===== src/rtl/traffic_pkg.sv =====
// traffic_pkg: shared channel state encoding and default timing constants for the request conditioner.
package traffic_pkg;
  typedef enum logic [1:0] {
    IDLE     = 2'd0,
    DEBOUNCE = 2'd1,
    PENDING  = 2'd2,
    COOLDOWN = 2'd3
  } chan_state_t;
  localparam int DEF_DEBOUNCE_CYCLES = 4;
  localparam int DEF_COOLDOWN_CYCLES = 8;
  localparam int DEF_TIMEOUT_CYCLES  = 64;
endpackage


===== src/rtl/request_channel.sv =====
// request_channel: synchronizes one button, debounces it and holds a request until acknowledged.
// Optional pending-request timeout when REQ_TIMEOUT_EN is defined.
module request_channel
  import traffic_pkg::*;
#(
  parameter int DEBOUNCE_CYCLES = DEF_DEBOUNCE_CYCLES,
  parameter int COOLDOWN_CYCLES = DEF_COOLDOWN_CYCLES,
  parameter int TIMEOUT_CYCLES  = DEF_TIMEOUT_CYCLES
) (
  input  logic clk,
  input  logic reset,
  input  logic raw,
  input  logic ack,
  output logic req,
  output logic timeout
);
  logic s1, s, tmo;
  chan_state_t state, state_n;
  logic [7:0] cnt, cnt_n;
  always_ff @(posedge clk or posedge reset)
    if (reset) begin
      s1    <= 1'b0;
      s     <= 1'b0;
      state <= IDLE;
      cnt   <= 8'd0;
      req   <= 1'b0;
    end else begin
      s1    <= raw;
      s     <= s1;
      state <= state_n;
      cnt   <= cnt_n;
      req   <= state_n == PENDING;
    end
  always_comb begin
    state_n = state;
    cnt_n   = cnt;
    case (state)
      IDLE:
        if (s) begin
          state_n = DEBOUNCE;
          cnt_n   = 8'd1;
        end
      DEBOUNCE:
        if (!s) state_n = IDLE;
        else if (cnt == 8'(DEBOUNCE_CYCLES)) state_n = PENDING;
        else cnt_n = cnt + 8'd1;
      PENDING:
        if (ack || tmo) begin
          state_n = COOLDOWN;
          cnt_n   = 8'd1;
        end
      COOLDOWN:
        if (cnt != 8'(COOLDOWN_CYCLES)) cnt_n = cnt + 8'd1;
        else if (!s) state_n = IDLE;
      default: state_n = IDLE;
    endcase
  end
`ifdef REQ_TIMEOUT_EN
  logic [15:0] tcnt;
  // An ack on the expiry edge wins, so the timeout only fires without one.
  assign tmo = state == PENDING && !ack && tcnt == 16'(TIMEOUT_CYCLES - 1);
  always_ff @(posedge clk or posedge reset)
    if (reset) begin
      tcnt    <= 16'd0;
      timeout <= 1'b0;
    end else begin
      tcnt    <= (state == PENDING && state_n == PENDING) ? tcnt + 16'd1 : 16'd0;
      timeout <= tmo;
    end
`else
  logic unused_timeout_cfg;
  assign unused_timeout_cfg = ^TIMEOUT_CYCLES;
  assign tmo = 1'b0;
  assign timeout = 1'b0;
`endif
endmodule


===== src/rtl/traffic_request_conditioner.sv =====
// traffic_request_conditioner: conditions raw buttons into acknowledged requests and debounces the data switches.
// Define REQ_TIMEOUT_EN to enable the pending-request timeout and req_timeout pulses.
module traffic_request_conditioner
  import traffic_pkg::*;
#(
  parameter int DATA_W          = 8,
  parameter int DEBOUNCE_CYCLES = DEF_DEBOUNCE_CYCLES,
  parameter int COOLDOWN_CYCLES = DEF_COOLDOWN_CYCLES,
  parameter int TIMEOUT_CYCLES  = DEF_TIMEOUT_CYCLES
) (
  input  logic              clk,
  input  logic              reset,
  input  logic              ped_raw,
  input  logic              em_raw,
  input  logic [DATA_W-1:0] data_raw,
  input  logic              ped_ack,
  input  logic              em_ack,
  output logic              ped_req,
  output logic              em_req,
  output logic [DATA_W-1:0] data_out,
  output logic              data_valid,
  output logic [1:0]        req_timeout
);
  request_channel #(
    .DEBOUNCE_CYCLES(DEBOUNCE_CYCLES),
    .COOLDOWN_CYCLES(COOLDOWN_CYCLES),
    .TIMEOUT_CYCLES (TIMEOUT_CYCLES)
  ) u_ped (
    .clk    (clk),
    .reset  (reset),
    .raw    (ped_raw),
    .ack    (ped_ack),
    .req    (ped_req),
    .timeout(req_timeout[0])
  );
  request_channel #(
    .DEBOUNCE_CYCLES(DEBOUNCE_CYCLES),
    .COOLDOWN_CYCLES(COOLDOWN_CYCLES),
    .TIMEOUT_CYCLES (TIMEOUT_CYCLES)
  ) u_em (
    .clk    (clk),
    .reset  (reset),
    .raw    (em_raw),
    .ack    (em_ack),
    .req    (em_req),
    .timeout(req_timeout[1])
  );
  logic [DATA_W-1:0] d1, s_data, prev_data;
  logic [7:0] stable_cnt;
  logic accept;
  // Requiring s_data == prev_data keeps a word that changes on this very edge from slipping through.
  assign accept = stable_cnt == 8'(DEBOUNCE_CYCLES) && s_data == prev_data && s_data != data_out;
  always_ff @(posedge clk or posedge reset)
    if (reset) begin
      d1         <= '0;
      s_data     <= '0;
      prev_data  <= '0;
      stable_cnt <= 8'd0;
      data_out   <= '0;
      data_valid <= 1'b0;
    end else begin
      d1         <= data_raw;
      s_data     <= d1;
      prev_data  <= s_data;
      stable_cnt <= s_data != prev_data ? 8'd1 :
                    stable_cnt == 8'(DEBOUNCE_CYCLES) ? stable_cnt : stable_cnt + 8'd1;
      data_out   <= accept ? s_data : data_out;
      data_valid <= accept;
    end
endmodule


===== config.mk =====
export PLATFORM = sky130hd
export DESIGN_NAME = traffic_request_conditioner
export DESIGN_NICKNAME = d
export VERILOG_FILES = /design/src/rtl/traffic_pkg.sv /design/src/rtl/request_channel.sv /design/src/rtl/traffic_request_conditioner.sv
export SDC_FILE = /design/constraint.sdc
export NUM_CORES = 1
export LEC_CHECK = 0
export CAP_MARGIN = 40
export CORE_MARGIN = 3
export CORE_UTILIZATION = 41
export CTS_CLUSTER_SIZE = 24
export DETAILED_ROUTE_END_ITERATION = 8
export GPL_TIMING_DRIVEN = 0
export PLACE_DENSITY = 0.57
export SYNTH_ARGS = -nofsm -noshare
export SYNTH_HDL_FRONTEND = slang
export SYNTH_SLANG_ARGS = --single-unit

===== constraint.sdc =====
create_clock -name clk -period 6.54 [get_ports clk]
set_input_delay 1.308 -clock clk [delete_from_list [all_inputs] [get_ports clk]]
set_output_delay 1.308 -clock clk [all_outputs]
set_load 0.02 [all_outputs]

==> qor.txt <==
status -> finished clean
synthesis-stage register bit count -> 67
DR iter-0 viols -> 55
synth-to-layout area growth -> 20.4%
maximum buffer depth of the clock tree -> 2
Reg2Reg Setup Slack -> 4.28 ns
Primary FF master, synth -> dfrtp_1
cell chain of the critical path -> clkdlybuf4s50_1 > nor2_1 > a22oi_1 > and3_1 > clkbuf_1 > a32o_1
crit path time final -> 2.75 ns
CTS tree -> built
final setup TNS -> 0 ns
die area -> 0.00849 mm2
Final Hold Vio Count -> 0
Filler cells -> 629
Syn Area/Cell -> 11.3 um2
vias in the first global route -> 2088
layout net count -> 327
WP data required -> 6.82 ns
Max Clock Skew -> 0.00650 ns
RSZ-0062 raised after global routing -> no
Core ar. -> 0.00698 mm2
I/O Buffers -> 24
asr flop ratio synth -> 1.00
hold_buf cts -> 0
clk_lat worst skew -> 0.34 ns
number of routed nets with antenna violations -> 0
aggregate routed wire length -> 5.40 mm
kind of critical path -> in2reg
Crit. Startpoint -> em_ack
Worst Setup EP -> u_em.cnt[1]
Post-Synthesis Cells -> 270
Max VDD drop -> 0.144 mV
Worst R2R End -> u_ped.cnt[0]
Wirelength per Cell -> 13.2 um
Leak -> 1.53 nW
GRT Util Overall -> 0.144
hold_ws -> 0.348 ns
clock sinks -> 67
Congestion Overflow GR -> 0
Setup-failing EPs final -> 0
chip width -> 92.2 um
post-CTS setup buffers -> 0
Top Ports -> 27
Slowest cell on crit path -> a22oi_1
largest net degree at the start of global routing -> 57
Die Ht -> 92.2 um
number of buffers created by CTS -> 9
Final Slew Violations -> 0
Clk Tree Root Cell -> clkbuf_8
CTS H-tree lvls -> 3
reg2reg path depth -> 6
Worst R2R Start -> u_ped.cnt[4]
Ys Warns -> 0
startpoint types -> input port
crit-path max FO -> 8
Vias -> 2078
cell area after synthesis -> 0.00304 mm2
critical path endpoint category -> register
row cnt -> 30
Crit path largest cell delay -> 0.50 ns
initial core utilization -> 0.436
Post-DP HPWL -> 3.69 mm
Final period util -> 0.421
first-pass detailed-route iteration total -> 4
Routability Congestion -> 0.833
measured slew at the worst slew-check pin -> 0.867 ns
CP Data Arrival Time -> 3.03 ns
Vias per Instance -> 5.09
pwr dens -> 324 mW/mm2
first-pass GRT wire length -> 9.70 mm
post-synthesis sequential area ratio -> 0.551
initial antenna violation count -> 0
Post-synth EDFFs -> 0
Fmax -> 364 MHz
clk slew on worst S/H paths -> 0.08 ns
worst relative slew slack -> 0.421
Diodes inserted -> 0
layout cells sized above 1 -> 0.125
post_cts resized -> 0
Max Cap Violations -> 0
HP Class -> reg2reg
Yosys cell types -> 49
# DRC -> 0
==> kinds of logic (layout without fill, tap and decap cells) <==
| family | Yosys count | count (layout) | share of synthesized area |
|---|---|---|---|
| compound gates | 44 | 44 | 0.111 |
| xor+xnor | 22 | 22 | 0.0633 |
| fa+ha+maj | 6 | 6 | 0.0247 |
| buf+inv | 25 | 66 | 0.0341 |
| flops | 67 | 67 | 0.551 |
| mux | 10 | 10 | 0.0366 |
| other cells | 1 | 2 | 0.00123 |
| simple gates | 95 | 95 | 0.178 |
==> synthesized netlist by cell type (3+ instances only) <==
master	instances	share of area
o211ai_1	4	0.0099
ha_1	6	0.025
nor4b_1	3	0.0086
mux2_2	9	0.033
o21ai_0	8	0.013
o311ai_0	3	0.0086
nand2_1	15	0.019
xor2_1	9	0.026
nor2_1	15	0.019
dfrtp_1	67	0.55
xnor2_1	13	0.037
a21oi_1	5	0.0082
a22o_1	3	0.0086
a211oi_1	3	0.0074
inv_1	14	0.017
nand3_1	23	0.038
o31ai_1	3	0.0074
nor4_1	5	0.010
and2_1	6	0.012
clkbuf_1	7	0.0086
nand2b_1	5	0.010
nand4_1	8	0.016
==> stage by stage <==
stage | std cells | setup WS, ns | utilization | power (mW) | cell area (um2)
floorplan | 271 | 3.55 | - | 0.736 | 3050
global placement | 391 | 2.35 | 0.488 | 0.803 | 3410
detailed placement | 392 | 3.41 | 0.492 | 0.810 | 3440
CTS | 408 | 3.79 | 0.525 | 1.20 | 3660
global route | 408 | 3.66 | 0.525 | 1.27 | 3660
finish | 408 | 3.79 | 0.525 | 1.19 | 3660
==> worst max-delay path: cells and delay by family <==
kind	cells	cell delay, ns
and+or+nand+nor	2	0.32
AOI/OAI and AO/OA	2	0.71
buffers and inverters	2	0.70
==> final cells by class <==
class / instances / area, um2 / share of cell area
sequential: 67 / 1680 / 0.458
multi-input combinational: 179 / 1270 / 0.346
timing repair buffer: 25 / 268 / 0.0731
clock buffer: 10 / 138 / 0.0376
tap: 96 / 120 / 0.0328
clock inverter: 6 / 88.8 / 0.0242
inverter: 14 / 55.1 / 0.0150
buffer: 11 / 51.3 / 0.0140
==> sequential cells by signal (all words and copies together) (netlist names) <==
register     flops
d1               8
data_out         8
prev_data        8
s_data           8
stable_cnt       8
u_em.cnt         8
u_ped.cnt        8
u_em.state       2
u_ped.state      2
data_valid       1
u_em.req         1
u_em.s           1
u_em.s1          1
u_ped.req        1
u_ped.s          1
u_ped.s1         1
==> power breakdown <==
part	internal (mW)	leakage (nW)	total (mW)	switching, mW
Clock	0.225	0.108	0.386	0.161
Combinational	0.121	0.581	0.276	0.155
Sequential	0.470	0.838	0.527	0.0567
==> placed cells by master, fill, tap and decap left out, types with 9 or more instances in the layout <==
cell type / Yosys / layout
nand2_1: 15 / 15
clkbuf_8: 0 / 10
dfrtp_1: 67 / 67
xor2_1: 9 / 9
inv_1: 14 / 13
xnor2_1: 13 / 13
nand3_1: 23 / 23
clkdlybuf4s50_1: 0 / 24
nor2_1: 15 / 15
mux2_2: 9 / 9
==> metal layers <==
layer  wire [um]  track usage  up-vias
met5           0            0        -
met4          88       0.0718        0
met3         203       0.0402        7
met2        2470        0.212       29
met1        2640        0.194     1003
li1            -            -     1039
==> worst min path at each step <==
| stage | from | to | cells after the start |
|---|---|---|---|
| final | u_em.s1 | u_em.s | 0 |
| after global routing | d1[5] | s_data[5] | 0 |
| after CTS | u_em.s1 | u_em.s | 0 |
| after detailed placement | d1[7] | s_data[7] | 0 |
| after global placement | d1[5] | s_data[5] | 0 |
| after floorplan | d1[0] | s_data[0] | 0 |
No activity file was read; power rests on OpenSTA's default activity.
